$ cat config.mk
export PLATFORM = sky130hd
export DESIGN_NAME = array_scan_unit_flat
export DESIGN_NICKNAME = d
export VERILOG_FILES = /design/src/rtl/zero_pkg.sv /design/src/rtl/array_scan_unit_if.sv /design/src/rtl/array_scan_compare.sv /design/src/rtl/array_scan_unit.sv /design/src/flat_wrapper.sv
export SDC_FILE = /design/constraint.sdc
export NUM_CORES = 1
export LEC_CHECK = 0
export ABC_AREA = 1
export CORE_ASPECT_RATIO = 0.5
export CORE_UTILIZATION = 58
export DETAILED_ROUTE_END_ITERATION = 8
export PLACE_DENSITY = 0.94
export SLEW_MARGIN = 20
export SYNTH_ARGS = -nofsm -noshare
export SYNTH_HDL_FRONTEND = slang
export SYNTH_HIERARCHICAL = 1
export SYNTH_SLANG_ARGS = --single-unit
$ cat constraint.sdc
create_clock -name clock -period 9.6 [get_ports clock]
set_clock_uncertainty 0.2 [all_clocks]
set_input_delay 1.92 -clock clock [delete_from_list [all_inputs] [get_ports clock]]
set_output_delay 1.92 -clock clock [all_outputs]
set_load 0.02 [all_outputs]
$ cat src/rtl/zero_pkg.sv
// Shared definitions for the zero VM datapath and the array scan engine.
// Holds the heap element width, the per-array area size and the scan mode/state encodings
// so the VM and the scan unit always agree on them.
package zero_pkg;

  localparam int unsigned MemoryElementWidth = 12;
  localparam int unsigned NArea              = 10;

  typedef logic [MemoryElementWidth-1:0] elem_t;

  typedef enum logic [1:0] {
    COUNT_GREATER = 2'd0,
    COUNT_LESS    = 2'd1,
    COUNT_EQUAL   = 2'd2,
    INDEX_EQUAL   = 2'd3
  } scan_mode_t;

  typedef enum logic [1:0] {
    IDLE   = 2'd0,
    SIZE   = 2'd1,
    SCAN   = 2'd2,
    FINISH = 2'd3
  } scan_state_t;

endpackage

$ cat src/rtl/array_scan_unit_if.sv
// Request/memory bundle between the VM (master) and the array scan unit (slave).
//   start/mode/array/key    : request from the VM
//   size_rd/size_addr/data  : arraySizes read port (data valid the cycle after size_rd)
//   heap_rd/heap_addr/data  : heap read port (data valid the cycle after heap_rd)
//   busy/done/result/err    : status and answer back to the VM
interface array_scan_unit_if
  import zero_pkg::*;
#(
  parameter int unsigned HeapAddrWidth = $clog2(2000 * NArea)
);

  logic                     start;
  logic [1:0]               mode;
  elem_t                    array;
  elem_t                    key;
  logic                     size_rd;
  elem_t                    size_addr;
  elem_t                    size_data;
  logic                     heap_rd;
  logic [HeapAddrWidth-1:0] heap_addr;
  elem_t                    heap_data;
  logic                     busy;
  logic                     done;
  elem_t                    result;
  logic                     err;

  modport master (
    output start, mode, array, key, size_data, heap_data,
    input  size_rd, size_addr, heap_rd, heap_addr, busy, done, result, err
  );

  modport slave (
    input  start, mode, array, key, size_data, heap_data,
    output size_rd, size_addr, heap_rd, heap_addr, busy, done, result, err
  );

endinterface

$ cat src/rtl/array_scan_compare.sv
// Element/key comparator for the array scan engine. Keeps the mode decode out of the FSM.
//   mode_i    : scan mode
//   element_i : heap element being examined
//   key_i     : comparison key
//   match_o   : element satisfies the mode's predicate (unsigned compare)
module array_scan_compare
  import zero_pkg::*;
(
  input  scan_mode_t mode_i,
  input  elem_t      element_i,
  input  elem_t      key_i,
  output logic       match_o
);

  always_comb begin
    match_o = 1'b0;
    unique case (mode_i)
      COUNT_GREATER:            match_o = (element_i > key_i);
      COUNT_LESS:               match_o = (element_i < key_i);
      COUNT_EQUAL, INDEX_EQUAL: match_o = (element_i == key_i);
    endcase
  end

endmodule

$ cat src/rtl/array_scan_unit.sv
// Multi-cycle engine for arrayCountGreater/Less/Equal and arrayIndex.
// Reads the array size, then streams up to NArea heap elements one per cycle, returning a count
// or a 1-based index.
//   clock, reset : single clock, synchronous active-high reset
//   bus (slave)  : request, arraySizes/heap read ports and status (see array_scan_unit_if)
module array_scan_unit
  import zero_pkg::*;
#(
  parameter int unsigned NArrays       = 2000,
  parameter int unsigned HeapAddrWidth = $clog2(NArrays * NArea)
) (
  input logic              clock,
  input logic              reset,
  array_scan_unit_if.slave bus
);

  scan_state_t              state_q, state_d;
  scan_mode_t               mode_q, mode_d;
  elem_t                    array_q, array_d;
  elem_t                    key_q, key_d;
  elem_t                    n_q, n_d, n_cur;
  elem_t                    rd_idx_q, rd_idx_d;
  elem_t                    cmp_idx_q, cmp_idx_d;
  elem_t                    count_q, count_d;
  elem_t                    result_q, result_d;
  logic                     err_q, err_d;
  logic                     vld_q;
  logic [HeapAddrWidth-1:0] base_q, base_d;
  logic                     match, hit;
  logic                     size_rd, heap_rd, busy, done;

  array_scan_compare u_compare (
    .mode_i    (mode_q),
    .element_i (bus.heap_data),
    .key_i     (key_q),
    .match_o   (match)
  );

  // Size arrives during the first SCAN cycle, which is the only SCAN cycle with no read issued yet.
  always_comb begin
    if (rd_idx_q == '0) begin
      n_cur = (bus.size_data > elem_t'(NArea)) ? elem_t'(NArea) : bus.size_data;
    end else begin
      n_cur = n_q;
    end
  end

  // vld_q marks the cycle in which the element for index cmp_idx_q is on heap_data.
  assign hit = vld_q & match;

  always_comb begin
    state_d   = state_q;
    mode_d    = mode_q;
    array_d   = array_q;
    key_d     = key_q;
    n_d       = n_q;
    rd_idx_d  = rd_idx_q;
    cmp_idx_d = cmp_idx_q;
    count_d   = count_q;
    result_d  = result_q;
    err_d     = err_q;
    base_d    = base_q;
    size_rd   = 1'b0;
    heap_rd   = 1'b0;
    busy      = 1'b0;
    done      = 1'b0;

    unique case (state_q)
      IDLE: begin
        if (bus.start) begin
          mode_d    = scan_mode_t'(bus.mode);
          array_d   = bus.array;
          key_d     = bus.key;
          base_d    = HeapAddrWidth'(bus.array) * HeapAddrWidth'(NArea);
          count_d   = '0;
          rd_idx_d  = '0;
          cmp_idx_d = '0;
          if (32'(bus.array) >= NArrays) begin
            result_d = '0;
            err_d    = 1'b1;
            state_d  = FINISH;
          end else begin
            state_d = SIZE;
          end
        end
      end

      SIZE: begin
        busy    = 1'b1;
        size_rd = 1'b1;
        state_d = SCAN;
      end

      SCAN: begin
        busy = 1'b1;
        n_d  = n_cur;
        if (vld_q) begin
          cmp_idx_d = cmp_idx_q + elem_t'(1);
        end
        if ((mode_q == INDEX_EQUAL) && hit) begin
          // Stop issuing reads; any read already in flight is dropped.
          result_d = cmp_idx_q + elem_t'(1);
          err_d    = 1'b0;
          state_d  = FINISH;
        end else begin
          if ((mode_q != INDEX_EQUAL) && hit) begin
            count_d = count_q + elem_t'(1);
          end
          if (rd_idx_q < n_cur) begin
            heap_rd  = 1'b1;
            rd_idx_d = rd_idx_q + elem_t'(1);
          end
          if (cmp_idx_d == n_cur) begin
            result_d = (mode_q == INDEX_EQUAL) ? '0 : count_d;
            err_d    = 1'b0;
            state_d  = FINISH;
          end
        end
      end

      FINISH: begin
        done    = 1'b1;
        state_d = IDLE;
      end
    endcase
  end

  always_ff @(posedge clock) begin
    if (reset) begin
      state_q   <= IDLE;
      mode_q    <= COUNT_GREATER;
      array_q   <= '0;
      key_q     <= '0;
      n_q       <= '0;
      rd_idx_q  <= '0;
      cmp_idx_q <= '0;
      count_q   <= '0;
      result_q  <= '0;
      err_q     <= 1'b0;
      vld_q     <= 1'b0;
      base_q    <= '0;
    end else begin
      state_q   <= state_d;
      mode_q    <= mode_d;
      array_q   <= array_d;
      key_q     <= key_d;
      n_q       <= n_d;
      rd_idx_q  <= rd_idx_d;
      cmp_idx_q <= cmp_idx_d;
      count_q   <= count_d;
      result_q  <= result_d;
      err_q     <= err_d;
      vld_q     <= heap_rd;
      base_q    <= base_d;
    end
  end

  assign bus.size_rd   = size_rd;
  assign bus.size_addr = array_q;
  assign bus.heap_rd   = heap_rd;
  assign bus.heap_addr = base_q + HeapAddrWidth'(rd_idx_q);
  assign bus.busy      = busy;
  assign bus.done      = done;
  assign bus.result    = result_q;
  assign bus.err       = err_q;

endmodule

$ cat src/flat_wrapper.sv
// flat-port wrapper written by rule: the top's interface ports become plain ports
module array_scan_unit_flat import zero_pkg::*;
#(
  parameter int unsigned NArrays       = 2000,
  parameter int unsigned HeapAddrWidth = $clog2(NArrays * NArea)
)
  (clock, reset, bus_start, bus_mode, bus_array, bus_key, bus_size_data, bus_heap_data, bus_size_rd, bus_size_addr, bus_heap_rd, bus_heap_addr, bus_busy, bus_done, bus_result, bus_err);
  array_scan_unit_if #(.HeapAddrWidth(HeapAddrWidth)) bus_i ();
  input logic clock;
  input logic reset;
  input wire logic [$bits(bus_i.start)-1:0] bus_start;
  input wire logic [$bits(bus_i.mode)-1:0] bus_mode;
  input wire logic [$bits(bus_i.array)-1:0] bus_array;
  input wire logic [$bits(bus_i.key)-1:0] bus_key;
  input wire logic [$bits(bus_i.size_data)-1:0] bus_size_data;
  input wire logic [$bits(bus_i.heap_data)-1:0] bus_heap_data;
  output wire logic [$bits(bus_i.size_rd)-1:0] bus_size_rd;
  output wire logic [$bits(bus_i.size_addr)-1:0] bus_size_addr;
  output wire logic [$bits(bus_i.heap_rd)-1:0] bus_heap_rd;
  output wire logic [$bits(bus_i.heap_addr)-1:0] bus_heap_addr;
  output wire logic [$bits(bus_i.busy)-1:0] bus_busy;
  output wire logic [$bits(bus_i.done)-1:0] bus_done;
  output wire logic [$bits(bus_i.result)-1:0] bus_result;
  output wire logic [$bits(bus_i.err)-1:0] bus_err;
  assign bus_i.start = bus_start;
  assign bus_i.mode = bus_mode;
  assign bus_i.array = bus_array;
  assign bus_i.key = bus_key;
  assign bus_i.size_data = bus_size_data;
  assign bus_i.heap_data = bus_heap_data;
  assign bus_size_rd = bus_i.size_rd;
  assign bus_size_addr = bus_i.size_addr;
  assign bus_heap_rd = bus_i.heap_rd;
  assign bus_heap_addr = bus_i.heap_addr;
  assign bus_busy = bus_i.busy;
  assign bus_done = bus_i.done;
  assign bus_result = bus_i.result;
  assign bus_err = bus_i.err;
  array_scan_unit #(.NArrays(NArrays), .HeapAddrWidth(HeapAddrWidth)) u_core (.clock(clock), .reset(reset), .bus(bus_i));
endmodule
==> results of run 1 <==
==> worst max-delay path, stage by stage <==
cell and delay, ns:
clkdlybuf4s50_1 0.41, ha_1 0.32, a21o_1 0.18, nor2_1 0.18, nand3_2 0.10, nand3_2 0.07
nand3_2 0.08, nand2_1 0.11, nor2_1 0.07, inv_1 0.07, o211ai_1 0.09, a21oi_1 0.16
nand2_1 0.13, nor2_1 0.13, clkdlybuf4s50_1 0.63
==> power by group through the flow <==
stage,clock (µW),combinational [µW],sequential [µW]
6_report,374,734,548
5_1_grt,394,810,558
4_1_cts,378,728,548
3_5_place_dp,0,721,557
3_3_place_gp,0,696,552
2_1_floorplan,0,468,583
==> state kept, by name (all words and copies together), names as in the netlist, 2 cells and up <==
name and flops:
u_core/base_q 12, u_core/bus.result 12, u_core/bus.size_addr 12, u_core/cmp_idx_q 12, u_core/count_q 12, u_core/key_q 12, u_core/n_q 12, u_core/rd_idx_q 12
u_core/mode_q 2, u_core/state_q 2
==> area by class of cell <==
type | instances | area, µm²
Clock inverter | 4 | 55.1
Tap cell | 165 | 206
Multi-Input combinational cell | 807 | 4310
Clock buffer | 12 | 246
Inverter | 152 | 571
Fill cell | 927 | 3480
Sequential cell | 102 | 2040
Timing Repair Buffer | 101 | 998
==> cells in the mapped netlist (all sizes together), types with 2 or more instances <==
library cell | count | share of area (%)
a21o | 2 | 0.21
buf | 13 | 1.4
xnor2 | 8 | 0.98
nand4 | 29 | 2.6
a22o | 2 | 0.25
nor3 | 11 | 0.84
dfxtp | 102 | 29
o21a | 2 | 0.21
o2111ai | 2 | 0.25
nand3 | 64 | 4.9
o21ai | 67 | 4.8
xor2 | 31 | 3.8
inv | 151 | 7.9
fa | 2 | 0.56
a211oi | 2 | 0.21
nor2 | 160 | 8.6
clkbuf | 29 | 1.5
ha | 60 | 11
o21bai | 3 | 0.32
a21oi | 73 | 5.1
o211ai | 7 | 0.74
nand2 | 274 | 15
==> worst paths after layout <==
kind | startpoint | to | slack, ns | cells after the start
worst max-delay path | bus_heap_data[11] | bus_heap_rd | 2.82 | 15
worst min-delay path | u_core/n_q[9]$_SDFFE_PP0P_ | u_core/n_q[9]$_SDFFE_PP0P_ | 0.25 | 2
worst max register to register | u_core/rd_idx_q[0]$_SDFFE_PP0P_ | u_core/rd_idx_q[3]$_SDFFE_PP0P_ | 5.60 | 19
worst min register to register | u_core/n_q[9]$_SDFFE_PP0P_ | u_core/n_q[9]$_SDFFE_PP0P_ | 0.25 | 2
==> cells by family (layout without fill, tap and decap cells) <==
family / Yosys count / count (layout) / share of synthesized area, %
and+or+nand+nor: 543 / 543 / 32.2
buffers and inverters: 194 / 269 / 10.9
AOI/OAI and AO/OA: 163 / 163 / 12.4
DFF: 102 / 102 / 28.6
adders and majority gates: 62 / 62 / 11.1
xor gates and xnor gates: 39 / 39 / 4.79
==> layer usage <==
metal / share of wire, % / up-vias
met4: 2.8 / 0
met2: 48 / 334
met5: 0 / -
met1: 41 / 3364
li1: - / 3665
met3: 8.0 / 65
==> through the flow <==
stage	util (%)	cell area (µm²)	setup slack [ns]	power, µW
final	70.8	8430	2.82	1660
after CTS	70.8	8430	2.82	1650
after detailed placement	68.2	8130	2.83	1280
after global placement	68.2	8130	2.89	1250
after floorplan	-	7130	3.94	1050
after global routing	70.8	8430	2.54	1760
==> results.sh, run 1 <==
export IMPL_fin_cells=1343
export IMPL_power_frac_seq_pct=33.1
export IMPL_grt_pass1_wl_um=30700
export IMPL_p_switching_uw=671
export IMPL_cts_root_buf="clkbuf_16"
export IMPL_async_reset_ff_share_pct=0
export IMPL_grt_ovfl_total=0
export IMPL_synth_nets=1218
export IMPL_power_density_mw_per_mm2=196
export IMPL_syn2layout_area_growth_pct=18.2
export IMPL_top_usage_layer="met2"
export IMPL_use_met2_pct=53.2
export IMPL_hold_slack_ns=0.246
export IMPL_antenna_cells=0
export IMPL_cts_tree="yes"
export IMPL_drive_above_1_share_pct=4.24
export IMPL_cts_hold_buf=0
export IMPL_track_usage_pct=29.4
export IMPL_antenna_found_initial=0
export IMPL_synth_ff_type="dfxtp_1"
export IMPL_wl_per_cell_um=13.9
export IMPL_grt_pass1_vias=7003
export IMPL_clock_latency_ns=0.35
export IMPL_fin_nets=1288
export IMPL_critPathLaunchType="input port"
export IMPL_final_setup_tns_ns=0
export IMPL_drc=0
export IMPL_via_per_inst=5.53
export IMPL_ctsHtreeMaxLevel=3
export IMPL_p_comb_share_pct=44.3
export IMPL_yosysSeqAreaShare_pct=28.6
export IMPL_use_met3_pct=6.10
export IMPL_dp_cells=1327
export IMPL_vdd_ir_drop_max_uv=114
export IMPL_postSynthCellCount=1103
export IMPL_portBuffers=96
export IMPL_relSlewSlack_pct=35.2
export IMPL_worstPathRequired_ns=7.48
export IMPL_timing_fmax_mhz=147
export IMPL_netSwitchingFraction_pct=40.6
export IMPL_clk_pin_slew_ns=0.06
export IMPL_synth_edff_count=0
export IMPL_crit_fanout=4
export IMPL_cts_path_max_buffers=2
export IMPL_worst_hold_path_type="reg2reg"
export IMPL_synth_cell_type_count=43
export IMPL_syn_avg_cell_area_um2=6.47
export IMPL_yosysWarnings=6
export IMPL_synth_seq_cells=102
export IMPL_p_clk_share_pct=22.6
export IMPL_internal_power_uw=984
export IMPL_place_gp_congestion=0.961
export IMPL_p_leak_uw=0.00376
export IMPL_first_iter_violations=604
export IMPL_worstSetupPathType="in2out"
export IMPL_setup_viol=0
export IMPL_core_mm2=0.0119
export IMPL_floorplan_initialDensity_pct=59.9
export IMPL_worst_pin_slew_ns=0.969
export IMPL_drt_total_wl_um=18700
export IMPL_maxSlewViolCount=0
export IMPL_grt_max_degree=56
export IMPL_io_pins=97
export IMPL_max_cap_violations=0
export IMPL_fin_crit_sh_pct=70.6
export IMPL_final_cell_mix="nand2_1, nor2_1, inv_1"
export IMPL_cts_resized=0
export IMPL_dp_hpwl_um=13800
export IMPL_dieWidth_um=159
export IMPL_status="completed"
export IMPL_cp_end_kind="primary output"
export IMPL_cts_setup_buffers=0
export IMPL_grt_met1_usage_pct=34.0
export IMPL_hold_viol_final=0
export IMPL_drtPass1Iterations=5
export IMPL_cts_sinks=102
export IMPL_vias=7428
export IMPL_die_area_mm2=0.0128
export IMPL_final_common_cell="nand2_1"
export IMPL_rsz0062_at_grt="no"
export IMPL_fin_crit_ns=6.78
export IMPL_ant_nets=0
export IMPL_die_h_um=80.4
export IMPL_numCtsBuffers=9
export IMPL_syn_area_mm2=0.00713
export IMPL_rows=28
export IMPL_cp_arrival_ns=4.66
No activity file was read; power rests on OpenSTA's default activity.
==> run 2: changes to the inputs <==
- CORE_UTILIZATION: 58 -> 51
- PLACE_DENSITY: 0.94 -> 0.88
- clock period: 9.6 -> 5.65 ns (I/O delays scaled with it)
==> run 2 against run 1 <==
Against the previous run:
- cell area increased by 0.15%
- sequential share of layout area about the same
- utilization decreased by 8.6 points
- die area increased by 13%
- critical endpoint unchanged
- cell count increased by 2.1%
- via count decreased by 2.0%
- worst setup slack got worse by 2.5 ns
- critical path depth increased by 3
==> results.sh, run 2 (synthesis results as in run 1) <==
export IMPL_status="completed"
export IMPL_wl_per_cell_um=13.1
export IMPL_dieWidth_um=169
export IMPL_drc=0
export IMPL_power_density_mw_per_mm2=327
export IMPL_cts_sinks=102
export IMPL_vias=7283
export IMPL_dp_hpwl_um=13500
export IMPL_grt_max_degree=56
export IMPL_place_gp_congestion=0.946
export IMPL_rsz0062_at_grt="no"
export IMPL_crit_fanout=4
export IMPL_min_from="u_core/n_q[9]$_SDFFE_PP0P_"
export IMPL_via_per_inst=5.31
export IMPL_worst_pin_slew_ns=0.976
export IMPL_grt_ovfl_total=0
export IMPL_rr_startpoint="u_core/rd_idx_q[0]$_SDFFE_PP0P_"
export IMPL_worstPathRequired_ns=4.32
export IMPL_fin_cells=1371
export IMPL_cts_resized=0
export IMPL_worstSetupPathType="in2out"
export IMPL_first_iter_violations=575
export IMPL_grt_pass1_wl_um=30200
export IMPL_core_mm2=0.0136
export IMPL_ant_nets=0
export IMPL_ctsHtreeMaxLevel=3
export IMPL_clk_pin_slew_ns=0.07
export IMPL_antenna_found_initial=0
export IMPL_floorplan_initialDensity_pct=52.5
export IMPL_grt_pass1_vias=6794
export IMPL_ff2ff_path_depth=19
export IMPL_syn2layout_area_growth_pct=18.4
export IMPL_drive_above_1_share_pct=4.41
export IMPL_die_h_um=85.6
export IMPL_io_pins=97
export IMPL_rows=30
export IMPL_max_cap_violations=0
export IMPL_worst_hold_path_type="reg2reg"
export IMPL_drt_total_wl_um=17900
export IMPL_cts_setup_buffers=0
export IMPL_maxSlewViolCount=0
export IMPL_r2r_end="u_core/rd_idx_q[4]$_SDFFE_PP0P_"
export IMPL_fin_nets=1289
export IMPL_critPathLaunchType="input port"
export IMPL_cts_tree="yes"
export IMPL_drtPass1Iterations=6
export IMPL_final_cell_mix="nand2_1, nor2_1, inv_1"
export IMPL_p_leak_uw=0.00376
export IMPL_final_setup_tns_ns=0
export IMPL_clock_latency_ns=0.35
export IMPL_cts_hold_buf=0
export IMPL_die_area_mm2=0.0145
export IMPL_cp_end_kind="primary output"
export IMPL_hold_end="u_core/n_q[9]$_SDFFE_PP0P_"
export IMPL_track_usage_pct=25.4
export IMPL_cp_arrival_ns=3.95
export IMPL_setup_viol=0
export IMPL_vdd_ir_drop_max_uv=170
export IMPL_final_common_cell="nand2_1"
export IMPL_hold_viol_final=0
export IMPL_antenna_cells=0
export IMPL_relSlewSlack_pct=34.7
export IMPL_fin_crit_sh_pct=93.5
export IMPL_cts_root_buf="clkbuf_16"
export IMPL_whs_path_depth=2
export IMPL_numCtsBuffers=9
export IMPL_portBuffers=96
export IMPL_dp_cells=1355
export IMPL_fin_crit_ns=5.28
export IMPL_cts_path_max_buffers=2
export IMPL_r2r_slack_ns=1.58
export IMPL_timing_fmax_mhz=189
[run 2: worst max-delay path, stage by stage]
cell and delay (ns):
clkdlybuf4s50_1 0.43, ha_1 0.31, nand2_1 0.10, inv_2 0.04, nand2_2 0.07, inv_1 0.07, nand2_2 0.08, nand3_2 0.08
nand3_2 0.07, nand3_2 0.09, nand2_1 0.11, nor2_1 0.08, inv_1 0.08, o211ai_1 0.11, a21oi_1 0.19, nand2_1 0.13
nor2_1 0.14, clkdlybuf4s50_1 0.64
[run 2: per-stage QoR]
stage | utilization, % | instance area (µm²) | hold WS [ns] | total power (µW) | worst slack [ns]
detailed placement | 60.1 | 8170 | 0.237 | 2180 | 0.419
global route | 62.1 | 8440 | 0.270 | 2950 | 0.188
global placement | 60.1 | 8170 | 0.234 | 2130 | 0.515
CTS | 62.1 | 8440 | 0.246 | 2760 | 0.403
finish | 62.1 | 8440 | 0.248 | 2760 | 0.365
floorplan | - | 7130 | 0.223 | 1790 | 1.57
[run 2: worst max path at each step]
stage,from,to,slack [ns],cells after the start
finish,bus_heap_data[10],bus_heap_rd,0.37,18
global route,bus_heap_data[11],bus_heap_rd,0.19,18
CTS,bus_heap_data[11],bus_heap_rd,0.40,15
detailed placement,bus_heap_data[11],bus_heap_rd,0.42,15
global placement,bus_heap_data[11],bus_heap_rd,0.52,15
floorplan,bus_heap_data[11],bus_heap_rd,1.57,13
[run 2: routing by layer]
| layer | part of all wire (%) | up-vias | GRT usage [%] |
|---|---|---|---|
| met3 | 6.5 | 20 | 4.43 |
| li1 | - | 3669 | - |
| met5 | 0 | - | 0 |
| met1 | 45 | 3352 | 32.3 |
| met2 | 47 | 242 | 44.3 |
| met4 | 1.3 | 0 | 7.29 |
[run 2: layout make-up]
cell class / instances / area, µm²
repair buffers: 102 / 1010
clock inverters: 6 / 36.3
flip-flops and latches: 102 / 2040
inverters: 152 / 571
multi-input cells: 807 / 4310
fillers: 1189 / 5140
well taps: 192 / 240
clock buffers: 10 / 239
[run 2: where the power goes]
part | internal (µW) | switching [µW] | leakage, µW
registers | 848 | 83.2 | 0.000833
clock network | 310 | 279 | 0.000138
logic | 467 | 779 | 0.00278
total | 1620 | 1140 | 0.00376
==> run 3: changes to the inputs <==
- CORE_UTILIZATION: 51 -> 50
- PLACE_DENSITY: 0.88 -> 0.87
==> run 3 against run 2 <==
Against the previous run:
- sequential power barely moved
- non-clock buffer count rose by 1
- register-to-register slack got worse by 0.02 ns
- first-iteration DRC count rose by 13%
- power rose by 1.8%
- highest routed layer unchanged
==> results.sh, run 3 (synthesis results as in run 1) <==
export IMPL_final_common_cell="nand2_1"
export IMPL_r2r_slack_ns=1.56
export IMPL_cts_hold_buf=0
export IMPL_dpl_worst_slack_ns=0.366
export IMPL_worstSetupPathType="in2out"
export IMPL_cts_path_max_buffers=2
export IMPL_drive_above_1_share_pct=4.41
export IMPL_fin_crit_ns=5.39
export IMPL_power_frac_seq_pct=33.1
export IMPL_clk_pin_slew_ns=0.06
export IMPL_r2r_end="u_core/rd_idx_q[7]$_SDFFE_PP0P_"
export IMPL_rr_startpoint="u_core/rd_idx_q[0]$_SDFFE_PP0P_"
export IMPL_cts_sinks=102
export IMPL_wl_per_cell_um=13.5
export IMPL_power_density_mw_per_mm2=332
export IMPL_timing_fmax_mhz=186
export IMPL_cts_root_buf="clkbuf_16"
export IMPL_p_switching_uw=1140
export IMPL_dp_hpwl_um=13900
export IMPL_drtPass1Iterations=5
export IMPL_worstPathRequired_ns=4.32
export IMPL_p_clk_share_pct=22.7
export IMPL_antenna_found_initial=0
export IMPL_die_h_um=86.5
export IMPL_fin_area_mm2=0.00848
export IMPL_max_cap_violations=0
export IMPL_drt_total_wl_um=18600
export IMPL_core_mm2=0.0137
export IMPL_dp_cells=1356
export IMPL_cp_end_kind="primary output"
export IMPL_crit_fanout=4
export IMPL_fin_cells=1372
export IMPL_post_dp_cell_area_mm2=0.00818
export IMPL_cp_arrival_ns=4.06
export IMPL_nFillCells=1206
export IMPL_setup_viol=0
export IMPL_grt_pass1_wl_um=31300
export IMPL_ctsHtreeMaxLevel=3
export IMPL_die_area_mm2=0.0148
export IMPL_dieWidth_um=171
export IMPL_cts_tree="yes"
export IMPL_worst_pin_slew_ns=0.929
export IMPL_io_pins=97
export IMPL_portBuffers=96
export IMPL_wl_met1_um=8030
export IMPL_maxSlewViolCount=0
export IMPL_dr_wl_met3_um=1260
export IMPL_final_setup_tns_ns=0
export IMPL_grt_pass1_vias=6912
export IMPL_vdd_ir_drop_max_uv=165
export IMPL_rows=30
export IMPL_crit_path_end="bus_heap_rd"
export IMPL_ant_nets=0
export IMPL_hold_viol_final=0
export IMPL_grt_ovfl_total=0
export IMPL_final_cell_mix="nand2_1, nor2_1, inv_1"
export IMPL_seq_area_mm2=0.00204
export IMPL_floorplan_initialDensity_pct=51.9
export IMPL_numCtsBuffers=9
export IMPL_rsz0062_at_grt="no"
export IMPL_fin_crit_sh_pct=95.3
export IMPL_status="completed"
export IMPL_min_from="u_core/n_q[9]$_SDFFE_PP0P_"
export IMPL_internal_power_uw=1670
export IMPL_drc=0
export IMPL_cts_setup_buffers=0
export IMPL_clock_latency_ns=0.35
export IMPL_setup_slack_ns=0.264
export IMPL_cts_resized=0
export IMPL_critPathLaunchType="input port"
export IMPL_fin_nets=1290
export IMPL_worst_hold_path_type="reg2reg"
export IMPL_ff2ff_path_depth=19
export IMPL_fin_util_pct=61.7
export IMPL_startpoint="bus_heap_data[9]"
export IMPL_multi_input_area_mm2=0.00431
export IMPL_top_layer_used="met4"
export IMPL_relSlewSlack_pct=37.8
export IMPL_grt_max_degree=56
export IMPL_netSwitchingFraction_pct=40.6
export IMPL_antenna_cells=0
export IMPL_p_leak_uw=0.00377
export IMPL_vias=7331
export IMPL_track_usage_pct=26.3
export IMPL_first_iter_violations=649
export IMPL_place_gp_congestion=0.951
export IMPL_wl_met2_um=8680
export IMPL_p_comb_share_pct=44.2
export IMPL_via_per_inst=5.34
export IMPL_syn2layout_area_growth_pct=18.9
## run 3: cell types whose count changed in the layout (fill, tap and decap cells not counted), sizes merged
cell and delta:
clkinv -2, clkinvlp +1, clkbuf +1, buf +1, bufinv +1, inv -1
## run 3: power groups by stage
stage / sequential [µW] / combinational, µW / clock (µW)
detailed placement: 945 / 1230 / 0
CTS: 930 / 1240 / 645
global placement: 940 / 1190 / 0
finish: 930 / 1240 / 640
floorplan: 991 / 794 / 0
global route: 943 / 1390 / 678
## run 3: worst min path at each step
| stage | slack [ns] | to | cells past startpoint |
|---|---|---|---|
| final | 0.24 | u_core/n_q[9]$_SDFFE_PP0P_ | 2 |
| after global routing | 0.28 | u_core/n_q[11]$_SDFFE_PP0P_ | 2 |
| after CTS | 0.25 | u_core/n_q[9]$_SDFFE_PP0P_ | 2 |
| after detailed placement | 0.24 | u_core/n_q[9]$_SDFFE_PP0P_ | 2 |
| after global placement | 0.24 | u_core/n_q[9]$_SDFFE_PP0P_ | 2 |
| after floorplan | 0.22 | u_core/n_q[11]$_SDFFE_PP0P_ | 2 |
## run 3: stage by stage
step           power (µW)  hold WS (ns)
2_1_floorplan        1790         0.223
3_3_place_gp         2130         0.235
3_5_place_dp         2170         0.237
4_1_cts              2810         0.247
5_1_grt              3010         0.280
6_report             2810         0.242
## run 3: layer usage
layer / vias up / GRT usage [%]
li1: 3664 / -
met1: 3353 / 32.0
met2: 263 / 45.6
met3: 51 / 5.39
met4: 0 / 11.3
met5: - / 0
## run 3: area by class of cell
class | count | share of cell area (%)
clock buffers | 11 | 2.86
clock inverters | 5 | 0.694
inverters | 152 | 6.73
multi-input cells | 807 | 50.8
flip-flops and latches | 102 | 24.1
well taps | 192 | 2.83
repair buffers | 103 | 12.0
## run 3: critical path, stage by stage
cell,delay (ns)
clkdlybuf4s50_1,0.44
ha_1,0.34
a21oi_1,0.15
nor2_1,0.06
nor2_1,0.19
nand3_2,0.11
nand3_2,0.08
nand3_2,0.10
nand2_1,0.11
nor2_1,0.08
inv_1,0.07
o211ai_1,0.08
a21oi_1,0.18
nand2_1,0.13
nor2_1,0.15
clkdlybuf4s50_1,0.64
